[src/rtl/addr_sequencer.sv]
// Address-register sequencer: arbitrates PC-bus fetches against ALU-bus load/stores and steps
// multi-word transfers via the incrementer. Define ADDR_SEQ_FAIR_ARB_EN for round-robin arbitration.
module addr_sequencer #(
  parameter int unsigned COUNT_W      = 4,
  parameter logic [1:0]  RESET_SELECT = 2'b01
) (
  input  logic               clk,
  input  logic               rst,
  input  logic               fetch_req,
  input  logic               data_req,
  input  logic [COUNT_W-1:0] data_count,
  input  logic               mem_ready,
  output logic [1:0]         addr_select,
  output logic               addr_update,
  output logic               mem_req,
  output logic               fetch_grant,
  output logic               data_grant,
  output logic               fetch_done,
  output logic               data_done,
  output logic               busy
);

  typedef enum logic [1:0] {StIdle, StLoad, StAccess, StDone} state_e;
  typedef enum logic [1:0] {OwnNone, OwnFetch, OwnData} owner_e;

  localparam logic [1:0] SelAlu = 2'b00;
  localparam logic [1:0] SelPc  = 2'b01;
  localparam logic [1:0] SelInc = 2'b10;

  state_e             state_q, state_d;
  owner_e             owner_q, owner_d;
  logic [COUNT_W-1:0] count_q, count_d;
  logic [1:0]         sel_q, sel_d;

  logic upd_q, upd_d;
  logic mreq_q, mreq_d;
  logic fgrant_q, fgrant_d;
  logic dgrant_q, dgrant_d;
  logic fdone_q, fdone_d;
  logic ddone_q, ddone_d;
  logic busy_q, busy_d;

  logic pick_data;

`ifdef ADDR_SEQ_FAIR_ARB_EN
  logic last_data_q, last_data_d;

  // On contention the requester not served last wins; a lone requester always wins.
  assign pick_data = data_req && (!fetch_req || !last_data_q);

  always_comb begin
    last_data_d = last_data_q;
    if (state_q == StIdle && (data_req || fetch_req)) begin
      last_data_d = pick_data;
    end
  end

  always_ff @(posedge clk or posedge rst) begin
    if (rst) begin
      last_data_q <= 1'b0;
    end else begin
      last_data_q <= last_data_d;
    end
  end
`else
  assign pick_data = data_req;
`endif

  // State register
  always_ff @(posedge clk or posedge rst) begin
    if (rst) begin
      state_q <= StIdle;
      owner_q <= OwnNone;
      count_q <= '0;
      sel_q   <= RESET_SELECT;
    end else begin
      state_q <= state_d;
      owner_q <= owner_d;
      count_q <= count_d;
      sel_q   <= sel_d;
    end
  end

  // Next-state logic
  always_comb begin
    state_d = state_q;
    owner_d = owner_q;
    count_d = count_q;
    sel_d   = sel_q;
    unique case (state_q)
      StIdle: begin
        if (data_req || fetch_req) begin
          state_d = StLoad;
          if (pick_data) begin
            owner_d = OwnData;
            count_d = data_count;
            sel_d   = SelAlu;
          end else begin
            owner_d = OwnFetch;
            count_d = '0;
            sel_d   = SelPc;
          end
        end
      end
      StLoad: state_d = StAccess;
      StAccess: begin
        if (mem_ready) begin
          // Decrementing only on a nonzero count keeps the last beat from wrapping.
          if (count_q != '0) begin
            count_d = count_q - COUNT_W'(1);
            sel_d   = SelInc;
            state_d = StLoad;
          end else begin
            state_d = StDone;
          end
        end
      end
      StDone: begin
        state_d = StIdle;
        owner_d = OwnNone;
      end
      default: begin
        state_d = StIdle;
        owner_d = OwnNone;
      end
    endcase
  end

  // Outputs are decoded from the upcoming state so the registered copies line up with it.
  always_comb begin
    upd_d    = (state_d == StLoad);
    mreq_d   = (state_d == StAccess);
    busy_d   = (state_d != StIdle);
    fgrant_d = busy_d && (owner_d == OwnFetch);
    dgrant_d = busy_d && (owner_d == OwnData);
    fdone_d  = (state_d == StDone) && (owner_d == OwnFetch);
    ddone_d  = (state_d == StDone) && (owner_d == OwnData);
  end

  // Output register
  always_ff @(posedge clk or posedge rst) begin
    if (rst) begin
      upd_q    <= 1'b0;
      mreq_q   <= 1'b0;
      fgrant_q <= 1'b0;
      dgrant_q <= 1'b0;
      fdone_q  <= 1'b0;
      ddone_q  <= 1'b0;
      busy_q   <= 1'b0;
    end else begin
      upd_q    <= upd_d;
      mreq_q   <= mreq_d;
      fgrant_q <= fgrant_d;
      dgrant_q <= dgrant_d;
      fdone_q  <= fdone_d;
      ddone_q  <= ddone_d;
      busy_q   <= busy_d;
    end
  end

  assign addr_select = sel_q;
  assign addr_update = upd_q;
  assign mem_req     = mreq_q;
  assign fetch_grant = fgrant_q;
  assign data_grant  = dgrant_q;
  assign fetch_done  = fdone_q;
  assign data_done   = ddone_q;
  assign busy        = busy_q;

endmodule

[config.mk]
export PLATFORM = sky130hd
export DESIGN_NAME = addr_sequencer
export DESIGN_NICKNAME = d
export VERILOG_FILES = /design/src/rtl/addr_sequencer.sv
export SDC_FILE = /design/constraint.sdc
export NUM_CORES = 1
export LEC_CHECK = 0
export ABC_AREA = 0
export BUFFER_PORTS_ARGS = -buffer_cell sky130_fd_sc_hd__buf_4
export CORE_MARGIN = 4
export CORE_UTILIZATION = 31
export CTS_CLUSTER_DIAMETER = 60
export DETAILED_ROUTE_END_ITERATION = 10
export GPL_ROUTABILITY_DRIVEN = 0
export PLACE_DENSITY = 0.59
export SLEW_MARGIN = 10
export SYNTH_ARGS = -nofsm -noshare
export SYNTH_HDL_FRONTEND = slang
export SYNTH_SLANG_ARGS = --single-unit
[constraint.sdc]
create_clock -name clk -period 3.1 [get_ports clk]
set_clock_uncertainty 0.2 [all_clocks]
set_input_delay 0.31 -clock clk [delete_from_list [all_inputs] [get_ports clk]]
set_output_delay 0.31 -clock clk [all_outputs]
set_load 0.005 [all_outputs]
==> results of run 1 <==
## repair_timing
item,4_1_cts,5_1_grt
hold buffers,1,0
setup buffers,0,0
hold endpoints to repair,16,0
## logic make-up after synthesis
| group | Yosys count |
|---|---|
| and+or+nand+nor | 31 |
| AOI/OAI and AO/OA | 24 |
| DFF | 17 |
| buffers and inverters | 13 |
| adders and majority gates | 4 |
| muxes | 1 |
## power groups by stage
stage / Sequential (uW) / Clock [uW] / Combinational, uW
detailed placement: 392 / 0 / 604
global placement: 388 / 0 / 595
CTS: 387 / 124 / 608
finish: 387 / 118 / 604
floorplan: 385 / 0 / 441
global route: 400 / 132 / 679
## placed cells by master, fill, tap and decap left out, drive strengths merged
cell type / count
nand2: 8
inv: 10
a22o: 1
o22ai: 3
a2bb2oi: 1
o32ai: 1
dfstp: 1
dfrtp: 16
ha: 4
and3: 1
a21boi: 1
nand3: 1
and4b: 1
a21o: 1
buf: 17
nand3b: 1
clkinv: 1
nor2b: 3
clkbuf: 3
nor3: 4
nor4bb: 1
dlygate4sd3: 1
mux2i: 1
or3: 1
nor2: 8
a211o: 1
a21oi: 4
o21ai: 6
a2111oi: 1
a221oi: 1
o22a: 1
nor3b: 2
a31oi: 1
o31ai: 1
## area by class of cell
cell class                      count  area (um^2)  area share, %
Timing Repair Buffer               18          138           12.6
Tap cell                           31         38.8           3.54
Clock buffer                        3         22.5           2.05
Multi-Input combinational cell     60          428           39.0
Inverter                           10         37.5           3.42
Clock inverter                      1         5.00          0.457
Sequential cell                    17          427           38.9
## synth_stat cells (all sizes together) (2+ instances only)
cell   instances
a21oi          4
nand2          8
buf            2
o22ai          3
nor2b          3
o21ai          6
nor3           4
nor3b          2
dfrtp         16
nor2           8
inv           10
ha             4
## metrics by stage
step | setup slack, ps | hold slack (ps) | util (%) | total power (uW) | cells
after global routing | 723 | 195 | 39.4 | 1210 | 140
after floorplan | 1260 | 35.3 | - | 826 | 90
after global placement | 919 | 251 | 38.1 | 983 | 135
after CTS | 898 | 196 | 39.4 | 1120 | 140
after detailed placement | 928 | 255 | 38.1 | 995 | 135
final | 907 | 207 | 39.4 | 1110 | 140
## layer usage
| metal | GRT usage [%] | wire, um |
|---|---|---|
| met5 | 0 | 0 |
| met1 | 13.6 | 840 |
| met4 | 4.88 | 17 |
| met3 | 2.16 | 86 |
| met2 | 15.5 | 895 |
## worst paths after layout
check                                              to                  startpoint  slack [ps]  depth (start not counted)
min in group asynchronous              busy$_DFF_PP0_                         rst         480                          3
hold reg to reg            addr_select[0]$_DFFE_PP1P_  addr_select[0]$_DFFE_PP1P_         300                          2
max in group asynchronous      count_q[1]$_DFFE_PP0P_                         rst        1790                          3
setup / recovery                 fetch_done$_DFF_PP0_        state_q[0]$_DFF_PP0_         910                          6
hold / removal                 count_q[0]$_DFFE_PP0P_               data_count[0]         210                          3
setup reg to reg                 fetch_done$_DFF_PP0_        state_q[0]$_DFF_PP0_         910                          6
## flip-flops by register name, summed over array words and instances, names as in the netlist, 2 cells and up
signal       count
count_q          4
owner_q          2
state_q          2
addr_select      2
## tightest hold or removal path: cells and delay by family
family,cells,cell delay (ps)
AOI/OAI and AO/OA,2,270
buffers and inverters,1,80
==> impl_metrics.toml, run 1 <==
[layout]
final_area_um2 = 1100
n_fill_cell = 267
drive_gt1_share_pct = 26.6
nets = 123
n_antenna_cell = 0
syn_to_final_growth_pct = 20.2

[synthesis]
syn-num-nets = 103
yosysTopAreaCell = "dfrtp_1"
synth-xor-area-share_pct = 0
ys_types = 38
mappedNetlistArea_um2 = 912
syn-instance-count = 90
ys_seq_area_share_pct = 46.8
synth_ff_type = "dfrtp_1"
yosys.area_share.simple_pct = 21.4
synth-edff-count = 0
synth-async-reset-ratio_pct = 100
ys_ff_latch = 17
synth.avg_cell_area_um2 = 10.1
synthMuxAreaShare_pct = 1.10
synth_compound_area_share_pct = 18.9
synthAdderAreaFrac_pct = 5.49
synth_area_leaders = "dfrtp_1 (44%), ha_1 (5.5%), inv_1 (3.7%), nand2_1 (3.3%), nor2_1 (3.3%)"
synth_top_family_by_area = "simple AND/OR/NAND/NOR gates"
yosysWarnings = 0
yosysTopAreaCellShare_pct = 43.9

[route]
wl_um = 1840
via_per_inst = 5.09
first_iter_violations = 31
drc = 0
first_pass_iters = 4
vias = 713
wl_per_cell_um = 13.1
ant_nets = 0

[global_routing]
track_usage_pct = 10.2
grt_remaining_overflow = 0
antenna_found_initial = 0
grt_pass1_wl_um = 3220
grt_max_degree = 18
grt_pass1_vias = 704

[power_and_ir_drop]
power.switching_uw = 461
pwr-share-seq_pct = 34.9
powerDensity_nw_per_um2 = 1010
internal_power_uw = 647
pwr-share-clk_pct = 10.6
p_comb_share_pct = 54.5
swShare_pct = 41.6
peakVddDrop_mv = 0.536
leakagePower_uw = 0.000536

[placement]
numPortBuffers = 17
post-dp-hpwl_um = 1410
placed_area_um2 = 1060

[setup_path]
cp.arrival_ps = 2190
start_kind = "flip-flop"
cp_slowest_cell = "ha_1"
critPathMaxStageDelay_ps = 490
crit_required_ps = 3100
path_delay_family = "simple AND/OR/NAND/NOR gates"
end_kind = "flip-flop"
crit_type = "reg2reg"
path_max_fanout = 15
cp_num_buf_inv = 1
crit_chain = "inv_1 > ha_1 > nor4bb_4 > nor3_2 > a21o_1 > nor3_1"

[cts]
worstSkewPairLatency_ps = 280
clkTransAtPathRegs_ps = 100
cts_max_path_buffers = 2
numCtsBuffers = 3
cts-root-buf = "clkbuf_4"
h-tree-depth = 1
cts_sinks = 17
ctsResizeCount = 0
cts_tree = "done"

[worst_hold_path]
hold_class = "in2reg"

[floorplanning]
die_h_um = 62.2
initial_core_util_pct = 32.8
rows = 19
die_x_um = 62.2
num_io_pins = 18
die_area_um2 = 3870
core_area_um2 = 2780

[timing]
slew_violations = 0
setup_tns_ps = 0
rsz0062_at_grt = "no"
fmax_mhz = 456
hold_violations = 0
fin_crit_sh_pct = 70.7
setup_violations = 0
slew_headroom_pct = 55.5
period_minus_slack_ps = 2190
tightest_slew_ps = 667

[run_status]
outcome = "finished, final reports clean"

[run]
cap_violations = 0
No activity file was read; power rests on OpenSTA's default activity.
==> run 2, diff against run 1 <==
Settings changed: PLACE_DENSITY 0.59 to 0.61.
Clock period 3.1 ns to 1.9 ns, I/O delays scaled along.
==> run 2 against run 1 <==
Effect of this change: clock power increased by 64%; critical path depth increased by 1; routed wire length is 5.1% higher; sequential power increased by 62%; fmax up 17%; flip-flop and latch count unchanged; combinational power increased by 110%; non-clock buffer count rose by 10; critical path type unchanged; critical endpoint is now data_grant$_DFF_PP0_; largest power group unchanged.
==> impl_metrics.toml, run 2 (synthesized netlist as in run 1, its figures left out) <==
[power_and_ir_drop]
finalPower_uw = 2060
powerDensity_nw_per_um2 = 1710
peakVddDrop_mv = 0.934
leakagePower_uw = 0.000588

[layout]
largest_register = "count_q"
largest_reg_flops = 4
nets = 133
final_util_pct = 43.4
syn_to_final_growth_pct = 32.4
n_antenna_cell = 0
final_area_um2 = 1210
layout_common_cells = "buf_4 (27), dfrtp_1 (16), nand2_1 (8), inv_1 (8), nor2_1 (8)"
drive_gt1_share_pct = 37.8
layout_commonest_cell = "buf_4"

[timing]
slew_violations = 0
setup_violations = 0
hold_violations = 0
period_minus_slack_ps = 1870
fmax_mhz = 534
slew_headroom_pct = 57.7
rsz0062_at_grt = "yes"
tightest_slew_ps = 633
fin_crit_sh_pct = 98.6
holdWs_ps = 71.6

[placement]
numPortBuffers = 17
placed_area_um2 = 1130
post-dp-hpwl_um = 1460

[global_routing]
grt_max_degree = 18
antenna_found_initial = 0
grt_pass1_vias = 753
track_usage_pct = 10.0
grt_remaining_overflow = 0
grt_pass1_wl_um = 3250

[cts]
h-tree-depth = 1
clkTransAtPathRegs_ps = 100
cts_tree = "done"
numCtsBuffers = 3
cts-root-buf = "clkbuf_4"
worstSkewPairLatency_ps = 290
cts_max_path_buffers = 2
cts_sinks = 17

[setup_path]
end_kind = "flip-flop"
cp_slowest_cell = "dfrtp_1"
start_kind = "flip-flop"
critPathMaxStageDelay_ps = 400
cp.arrival_ps = 1900
crit_chain = "inv_2 > ha_4 > nor4bb_4 > nor3_4 > a21o_1 > buf_4 > a21boi_2"
path_max_fanout = 5
crit_required_ps = 1930
crit_type = "reg2reg"

[floorplanning]
rows = 19
die_x_um = 62.2
initial_core_util_pct = 32.8
die_h_um = 62.2
core_area_um2 = 2780
die_area_um2 = 3870
num_io_pins = 18

[worst_hold_path]
hold_class = "in2reg"

[route]
first_iter_violations = 18
wl_um = 1930
vias = 765
ant_nets = 0
drc = 0
wl_per_cell_um = 12.9
via_per_inst = 5.10
first_pass_iters = 4

[run]
cap_violations = 0

[run_status]
outcome = "finished, final reports clean"
## run 2: area by class of cell
class,instances,area [um^2]
Clock buffer,3,22.5
Clock inverter,1,5.00
Fill cell,260,1570
Inverter,10,37.5
Multi-Input combinational cell,60,464
Sequential cell,17,427
Tap cell,31,38.8
Timing Repair Buffer,28,213
## run 2: critical path, delay by kind of cell (launching register included)
kind                       cells  cell delay, ps
AOI/OAI and AO/OA              2             350
adders and majority gates      1             150
buffers and inverters          2             250
DFF                            1             400
and+or+nand+nor                2             460
## run 2: what timing repair did
action                     4_1_cts  5_1_grt
buffers inserted                 0        1
hold buffers                     1        0
gates resized for setup          0        9
hold endpoints to repair        16        0
setup endpoints to repair        0        8
## run 2: routing by layer
metal / part of all wire [%] / GRT usage, % / up-vias
li1: - / - / 375
met1: 46 / 13.0 / 368
met2: 49 / 16.1 / 20
met3: 4.9 / 1.98 / 2
met4: 0.52 / 4.07 / 0
met5: 0 / 0 / -
## run 2: power breakdown
| part | total [uW] | switching (uW) | internal [uW] |
|---|---|---|---|
| Sequential | 628 | 105 | 523 |
| Clock | 193 | 115 | 78.2 |
| Combinational | 1240 | 611 | 627 |
## run 2: path summary, 6_finish.rpt
kind                                            startpoint                    endpoint  slack [ps]  depth (start not counted)
worst max-delay path                  state_q[0]$_DFF_PP0_        data_grant$_DFF_PP0_          30                          7
worst min-delay path                         data_count[0]      count_q[0]$_DFFE_PP0P_          70                          3
worst max register to register        state_q[0]$_DFF_PP0_        data_grant$_DFF_PP0_          30                          7
worst min register to register  addr_select[0]$_DFFE_PP1P_  addr_select[0]$_DFFE_PP1P_         290                          2
max in group asynchronous                              rst        state_q[1]$_DFF_PP0_         750                          3
min in group asynchronous                              rst        data_grant$_DFF_PP0_         340                          3
## run 2: per-stage QoR
step / instances / setup TNS [ps] / worst slack (ps)
after floorplan: 90 / 0 / 59.5
after global placement: 144 / 0 / 48.5
after detailed placement: 144 / 0 / 42.6
after CTS: 149 / 0 / 19.6
after global routing: 150 / -256 / -81.6
final: 150 / 0 / 25.9
